<file path="src/rtl/id_ex_alu_issue.sv">
// ---------------------------------------------------------------------------
// id_ex_alu_issue
//   ID/EX pipeline register for a MIPS-style integer pipeline. It captures the
//   decoded instruction from ID, produces the 4-bit ALUControl code and the
//   load/store/branch controls, and presents forwarded ALU operands to EX.
//
// Ports
//   clk, rst_n                 clock, asynchronous active-low reset
//   stall, flush               hazard-unit hold / bubble requests (flush wins)
//   id_valid, id_opcode,       decoded ID-stage instruction fields and
//   id_funct, id_imm16,        register-file read data
//   id_rs_data, id_rt_data,
//   id_rt, id_rd
//   fwd_a_sel, fwd_b_sel       forwarding selects (00/11 reg, 01 EX/MEM, 10 MEM/WB)
//   ex_mem_result,             forwarded values
//   mem_wb_result
//   ex_valid .. ex_illegal     registered EX-stage controls
//   ex_data1, ex_data2,        combinational forwarded operands
//   ex_store_data
// ---------------------------------------------------------------------------
module id_ex_alu_issue #(
  parameter int XLEN   = 32,
  parameter bit FWD_EN = 1'b1
) (
  input  logic            clk,
  input  logic            rst_n,
  input  logic            stall,
  input  logic            flush,
  input  logic            id_valid,
  input  logic [5:0]      id_opcode,
  input  logic [5:0]      id_funct,
  input  logic [15:0]     id_imm16,
  input  logic [XLEN-1:0] id_rs_data,
  input  logic [XLEN-1:0] id_rt_data,
  input  logic [4:0]      id_rt,
  input  logic [4:0]      id_rd,
  input  logic [1:0]      fwd_a_sel,
  input  logic [1:0]      fwd_b_sel,
  input  logic [XLEN-1:0] ex_mem_result,
  input  logic [XLEN-1:0] mem_wb_result,
  output logic            ex_valid,
  output logic [3:0]      ex_alu_control,
  output logic [XLEN-1:0] ex_data1,
  output logic [XLEN-1:0] ex_data2,
  output logic [XLEN-1:0] ex_store_data,
  output logic [4:0]      ex_write_reg,
  output logic            ex_reg_write,
  output logic            ex_mem_read,
  output logic            ex_mem_write,
  output logic            ex_branch_eq,
  output logic            ex_branch_ne,
  output logic            ex_illegal
);

  // ---------------- decode (combinational, from ID fields) ----------------
  logic [3:0]      ctrl_next;
  logic [4:0]      wr_next;
  logic            rw_next, mr_next, mw_next, beq_next, bne_next;
  logic            use_imm_next, zext_next, legal_next;
  logic [XLEN-1:0] imm_next;

  always_comb begin
    ctrl_next    = 4'b0000;
    wr_next      = 5'd0;
    rw_next      = 1'b0;
    mr_next      = 1'b0;
    mw_next      = 1'b0;
    beq_next     = 1'b0;
    bne_next     = 1'b0;
    use_imm_next = 1'b0;
    zext_next    = 1'b0;
    legal_next   = 1'b1;
    case (id_opcode)
      6'b000000: begin
        wr_next = id_rd;
        rw_next = 1'b1;
        case (id_funct)
          6'b100000, 6'b100001: ctrl_next = 4'b0010;
          6'b100010, 6'b100011: ctrl_next = 4'b0110;
          6'b100100:            ctrl_next = 4'b0000;
          6'b100101:            ctrl_next = 4'b0001;
          6'b100111:            ctrl_next = 4'b1100;
          6'b101010:            ctrl_next = 4'b0111;
          default:              legal_next = 1'b0;
        endcase
      end
      6'b001000, 6'b001001: begin
        ctrl_next = 4'b0010; use_imm_next = 1'b1; wr_next = id_rt; rw_next = 1'b1;
      end
      6'b001010: begin
        ctrl_next = 4'b0111; use_imm_next = 1'b1; wr_next = id_rt; rw_next = 1'b1;
      end
      6'b001100: begin
        ctrl_next = 4'b0000; use_imm_next = 1'b1; zext_next = 1'b1;
        wr_next = id_rt; rw_next = 1'b1;
      end
      6'b001101: begin
        ctrl_next = 4'b0001; use_imm_next = 1'b1; zext_next = 1'b1;
        wr_next = id_rt; rw_next = 1'b1;
      end
      6'b100011: begin
        ctrl_next = 4'b0010; use_imm_next = 1'b1; mr_next = 1'b1;
        wr_next = id_rt; rw_next = 1'b1;
      end
      6'b101011: begin
        ctrl_next = 4'b0010; use_imm_next = 1'b1; mw_next = 1'b1;
      end
      6'b000100: begin ctrl_next = 4'b0110; beq_next = 1'b1; end
      6'b000101: begin ctrl_next = 4'b0110; bne_next = 1'b1; end
      default:   legal_next = 1'b0;
    endcase
    // An unsupported instruction must not leave any partial control behind.
    if (!legal_next) begin
      ctrl_next    = 4'b0000;
      wr_next      = 5'd0;
      rw_next      = 1'b0;
      use_imm_next = 1'b0;
      zext_next    = 1'b0;
    end
    imm_next = zext_next ? {{(XLEN-16){1'b0}}, id_imm16}
                         : {{(XLEN-16){id_imm16[15]}}, id_imm16};
  end

  // ---------------- ID/EX register ----------------
  logic            valid_reg, rw_reg, mr_reg, mw_reg, beq_reg, bne_reg;
  logic            ill_reg, use_imm_reg;
  logic [3:0]      ctrl_reg;
  logic [4:0]      wr_reg;
  logic [XLEN-1:0] rs_data_reg, rt_data_reg, imm_reg;

  always_ff @(posedge clk or negedge rst_n) begin
    if (!rst_n) begin
      valid_reg   <= 1'b0;
      ctrl_reg    <= 4'b0000;
      wr_reg      <= 5'd0;
      rw_reg      <= 1'b0;
      mr_reg      <= 1'b0;
      mw_reg      <= 1'b0;
      beq_reg     <= 1'b0;
      bne_reg     <= 1'b0;
      ill_reg     <= 1'b0;
      use_imm_reg <= 1'b0;
      rs_data_reg <= '0;
      rt_data_reg <= '0;
      imm_reg     <= '0;
    end else if (flush) begin
      // Bubble: data registers are don't-care once every control is cleared.
      valid_reg   <= 1'b0;
      ctrl_reg    <= 4'b0000;
      wr_reg      <= 5'd0;
      rw_reg      <= 1'b0;
      mr_reg      <= 1'b0;
      mw_reg      <= 1'b0;
      beq_reg     <= 1'b0;
      bne_reg     <= 1'b0;
      ill_reg     <= 1'b0;
      use_imm_reg <= 1'b0;
    end else if (!stall) begin
      valid_reg   <= id_valid;
      rs_data_reg <= id_rs_data;
      rt_data_reg <= id_rt_data;
      imm_reg     <= imm_next;
      ctrl_reg    <= id_valid ? ctrl_next    : 4'b0000;
      wr_reg      <= id_valid ? wr_next      : 5'd0;
      rw_reg      <= id_valid & rw_next;
      mr_reg      <= id_valid & mr_next & legal_next;
      mw_reg      <= id_valid & mw_next & legal_next;
      beq_reg     <= id_valid & beq_next & legal_next;
      bne_reg     <= id_valid & bne_next & legal_next;
      ill_reg     <= id_valid & ~legal_next;
      use_imm_reg <= id_valid & use_imm_next;
    end
  end

  // ---------------- forwarding muxes (act on held data during stall) ----------------
  logic [XLEN-1:0] opnd [2];
  logic [1:0]      fsel [2];
  logic [XLEN-1:0] fwd  [2];

  assign opnd[0] = rs_data_reg;
  assign opnd[1] = rt_data_reg;
  assign fsel[0] = fwd_a_sel;
  assign fsel[1] = fwd_b_sel;

  genvar gi;
  generate
    for (gi = 0; gi < 2; gi++) begin : g_fwd
      assign fwd[gi] = (FWD_EN && fsel[gi] == 2'b01) ? ex_mem_result :
                       (FWD_EN && fsel[gi] == 2'b10) ? mem_wb_result :
                                                       opnd[gi];
    end
  endgenerate

  assign ex_valid       = valid_reg;
  assign ex_alu_control = ctrl_reg;
  assign ex_write_reg   = wr_reg;
  assign ex_reg_write   = rw_reg & valid_reg;
  assign ex_mem_read    = mr_reg;
  assign ex_mem_write   = mw_reg;
  assign ex_branch_eq   = beq_reg;
  assign ex_branch_ne   = bne_reg;
  assign ex_illegal     = ill_reg;
  assign ex_data1       = fwd[0];
  assign ex_store_data  = fwd[1];
  assign ex_data2       = use_imm_reg ? imm_reg : fwd[1];

endmodule
</file>
<file path="config.mk">
export PLATFORM = sky130hd
export DESIGN_NAME = id_ex_alu_issue
export DESIGN_NICKNAME = d
export VERILOG_FILES = /design/src/rtl/id_ex_alu_issue.sv
export SDC_FILE = /design/constraint.sdc
export NUM_CORES = 1
export LEC_CHECK = 0
export BUFFER_PORTS_ARGS = -buffer_cell sky130_fd_sc_hd__buf_2
export CORE_MARGIN = 2
export CORE_UTILIZATION = 52
export DETAILED_ROUTE_END_ITERATION = 10
export GPL_ROUTABILITY_DRIVEN = 0
export PLACE_DENSITY = 0.88
export SLEW_MARGIN = 20
export SYNTH_ARGS = -nofsm -noshare
export SYNTH_HDL_FRONTEND = slang
export SYNTH_SLANG_ARGS = --single-unit
</file>
<file path="constraint.sdc">
create_clock -name clk -period 3.3 [get_ports clk]
set_input_delay 0.33 -clock clk [delete_from_list [all_inputs] [get_ports clk]]
set_output_delay 0.33 -clock clk [all_outputs]
set_load 0.005 [all_outputs]
</file>
==> impl_metrics.toml <==
[die]
coreArea_um2 = 11960
rows = 40
initial_core_util = 0.5301
die_x_um = 114.4
io_pins = 287
die_area_um2 = 13090
dieHeight_um = 114.4

[timing]
setup_slack_ns = 1.084
max_freq_mhz = 451.2
skew_ns = 0
fin_hold_ws_ns = 0.03355
min_period_ns = 2.216
slew_violations = 0
worst_slew_pin_slew_ns = 1.017
grt_setup_unrepaired = "no"
final.period_utilization = 0.6717
setup_viol = 0
hold_viol = 0
slew_headroom = 0.3206
setup-tns-final_ns = 0

[logic_synthesis]
ys.flop_type = "dfrtp_1"
synth_fa_ha_area_frac = 0
synth_area_per_cell_um2 = 10.43
ys_warn_count = 0
async_flop_share = 1.000
synth_cells = 608
synthSimpleGateAreaFrac = 0.1008
muxShareOfSynthArea = 0.3033
synth-compound-area-share = 0.1683
synth_seq_cells = 98
syn-cell-area_um2 = 6341
syn_nets = 783
synth.distinct_cells = 43
synth_top_family_by_area = "multiplexers"
synth_edf_count = 0
synth_xor_area_frac = 0.001381
yosysSeqAreaShare = 0.3867

[detailed_routing]
via_count = 5866
routed_wirelength_um = 17910
firstDrtPassIters = 5
wire_per_inst_um = 17.66
drtIter0Drc = 387
drc = 0
routed_via_density = 5.785
ant_nets = 0

[clock_tree]
clock_tree.root_cell = "clkbuf_16"
cts_tree = "yes"
cts.path.max_buffers = 2
cts.clk_slew.worst_paths_ns = 0.06
ctsHoldBuffers = 0
htreeDepth = 3
cts_setup_buffers = 0
clk_latency_ns = 0.34
clock_sinks = 98
cts-buffers-inserted = 9
cts_resized = 0

[global_route]
antenna_found_initial = 1
grt_max_degree = 56
grt_pass1_wl_um = 27740
grt_usage = 0.2704
grt_pass1_vias = 5635
overflow = 0

[worst_setup_path]
timing.setup.critical_path_class = "input port to primary output"
crit_arrival_ns = 1.89
r2r-start = "imm_reg[30]"
start_kind = "input port"
reg2reg_to = "imm_reg[30]"
worstPathRequired_ns = 2.97
r2r_cells = 2
path_max_fanout = 35
worst_setup_path_end_kind = "primary output"
r2r_slack_ns = 2.26

[pwr]
leakagePower_nw = 3.797
power_frac_comb = 0.272
switchingPower_uw = 980.2
clock_power_share = 0.298
p_per_area_nw_per_um2 = 418.0
internal_power_mw = 2.425
p_sw_frac = 0.2878
p_seq_frac = 0.430
vdd_drop_max_mv = 0.2706

[outcome]
status = "complete, no violations"

[hold_path]
hp-class = "input port to async pin"

[cells_and_area]
final_util = 0.6811
final_common_cell = "buf_2"
most-common-layout-cells = "buf_2, mux2_2, dfrtp_1, nor2b_1, a21oi_1"
areaGrowthSynthToFinish_pct = 28.47
drive_above_1_share = 0.4977
nFillCells = 916
layout.nets = 1036

[placed_design]
place_ws_ns = 1.092
place_hpwl_um = 13430
port_buffers = 286

[flow_run]
maxCapViolations = 0
cell families (layout without fill, tap and decap cells):
family	after synthesis	count (layout)
other cells	0	1
compound gates	165	165
mux	178	178
xor+xnor	1	1
simple gates	108	108
flops	98	98
buf+inv	58	316
power by group through the flow:
stage / combinational [mW] / sequential [mW] / clock [mW]
after floorplan: 0.560 / 1.44 / 0
after global placement: 0.899 / 1.47 / 0
after detailed placement: 0.924 / 1.48 / 0
after CTS: 0.928 / 1.46 / 1.04
after global routing: 1.01 / 1.48 / 1.09
final: 0.925 / 1.46 / 1.02
metrics by stage:
stage / cell area (um2) / std cells / power, mW
6_report: 8147 / 1014 / 3.405
5_1_grt: 8144 / 1013 / 3.585
4_1_cts: 8144 / 1013 / 3.430
3_5_place_dp: 7853 / 997 / 2.407
3_3_place_gp: 7853 / 997 / 2.374
2_1_floorplan: 6341 / 608 / 1.998
worst max-delay path, cell delays in order:
cell and delay (ns):
buf_4 0.35, buf_4 0.39, nor2b_1 0.08, a211oi_1 0.21
a21oi_1 0.08, mux2_2 0.30, buf_2 0.13
final cells by class:
cell class              count  area [um2]  area share
diodes                      1       2.502   0.0003072
multi-input cells         452        3646      0.4476
clock buffers              12       266.5     0.03271
well taps                 147       183.9     0.02258
repair buffers            297        1559      0.1914
flip-flops and latches     98        2452      0.3010
clock inverters             4       25.02    0.003072
inverters                   3       11.26    0.001382
cell usage after synthesis, types with 2 or more instances:
cell type,count,share of area
a211oi_1,64,0.076
a21oi_1,67,0.053
a22o_1,3,0.0041
a22oi_1,5,0.0059
a32o_1,3,0.0047
buf_1,4,0.0024
buf_2,17,0.013
clkbuf_1,32,0.019
dfrtp_1,98,0.39
inv_1,3,0.0018
mux2_2,113,0.20
mux2i_1,65,0.10
nand2_1,15,0.0089
nand2b_1,2,0.0020
nand3_1,5,0.0039
nor2_1,5,0.0030
nor2b_1,67,0.066
nor3b_1,2,0.0024
o21ai_0,10,0.0079
o21ai_1,2,0.0016
o22ai_1,2,0.0020
o32a_1,2,0.0032
o32ai_1,2,0.0028
worst max-delay path by stage:
stage / from / end / slack [ns]
2_1_floorplan: fwd_b_sel[1] / ex_data2[10] / 1.59
3_3_place_gp: fwd_b_sel[1] / ex_data2[28] / 1.14
3_5_place_dp: fwd_b_sel[1] / ex_data2[28] / 1.09
4_1_cts: fwd_b_sel[1] / ex_data2[28] / 1.09
5_1_grt: fwd_b_sel[1] / ex_data2[0] / 0.92
6_report: fwd_b_sel[1] / ex_data2[29] / 1.08
routing by layer:
metal | track usage | part of all wire | routed length [um] | vias to the layer above
met5 | 0 | 0 | 0 | -
met3 | 0.05347 | 0.077 | 1383 | 35
met1 | 0.3265 | 0.41 | 7279 | 2799
met2 | 0.4750 | 0.49 | 8797 | 263
li1 | - | - | - | 2769
met4 | 0.1049 | 0.025 | 444 | 0
Power figures use the tool's default switching activity.
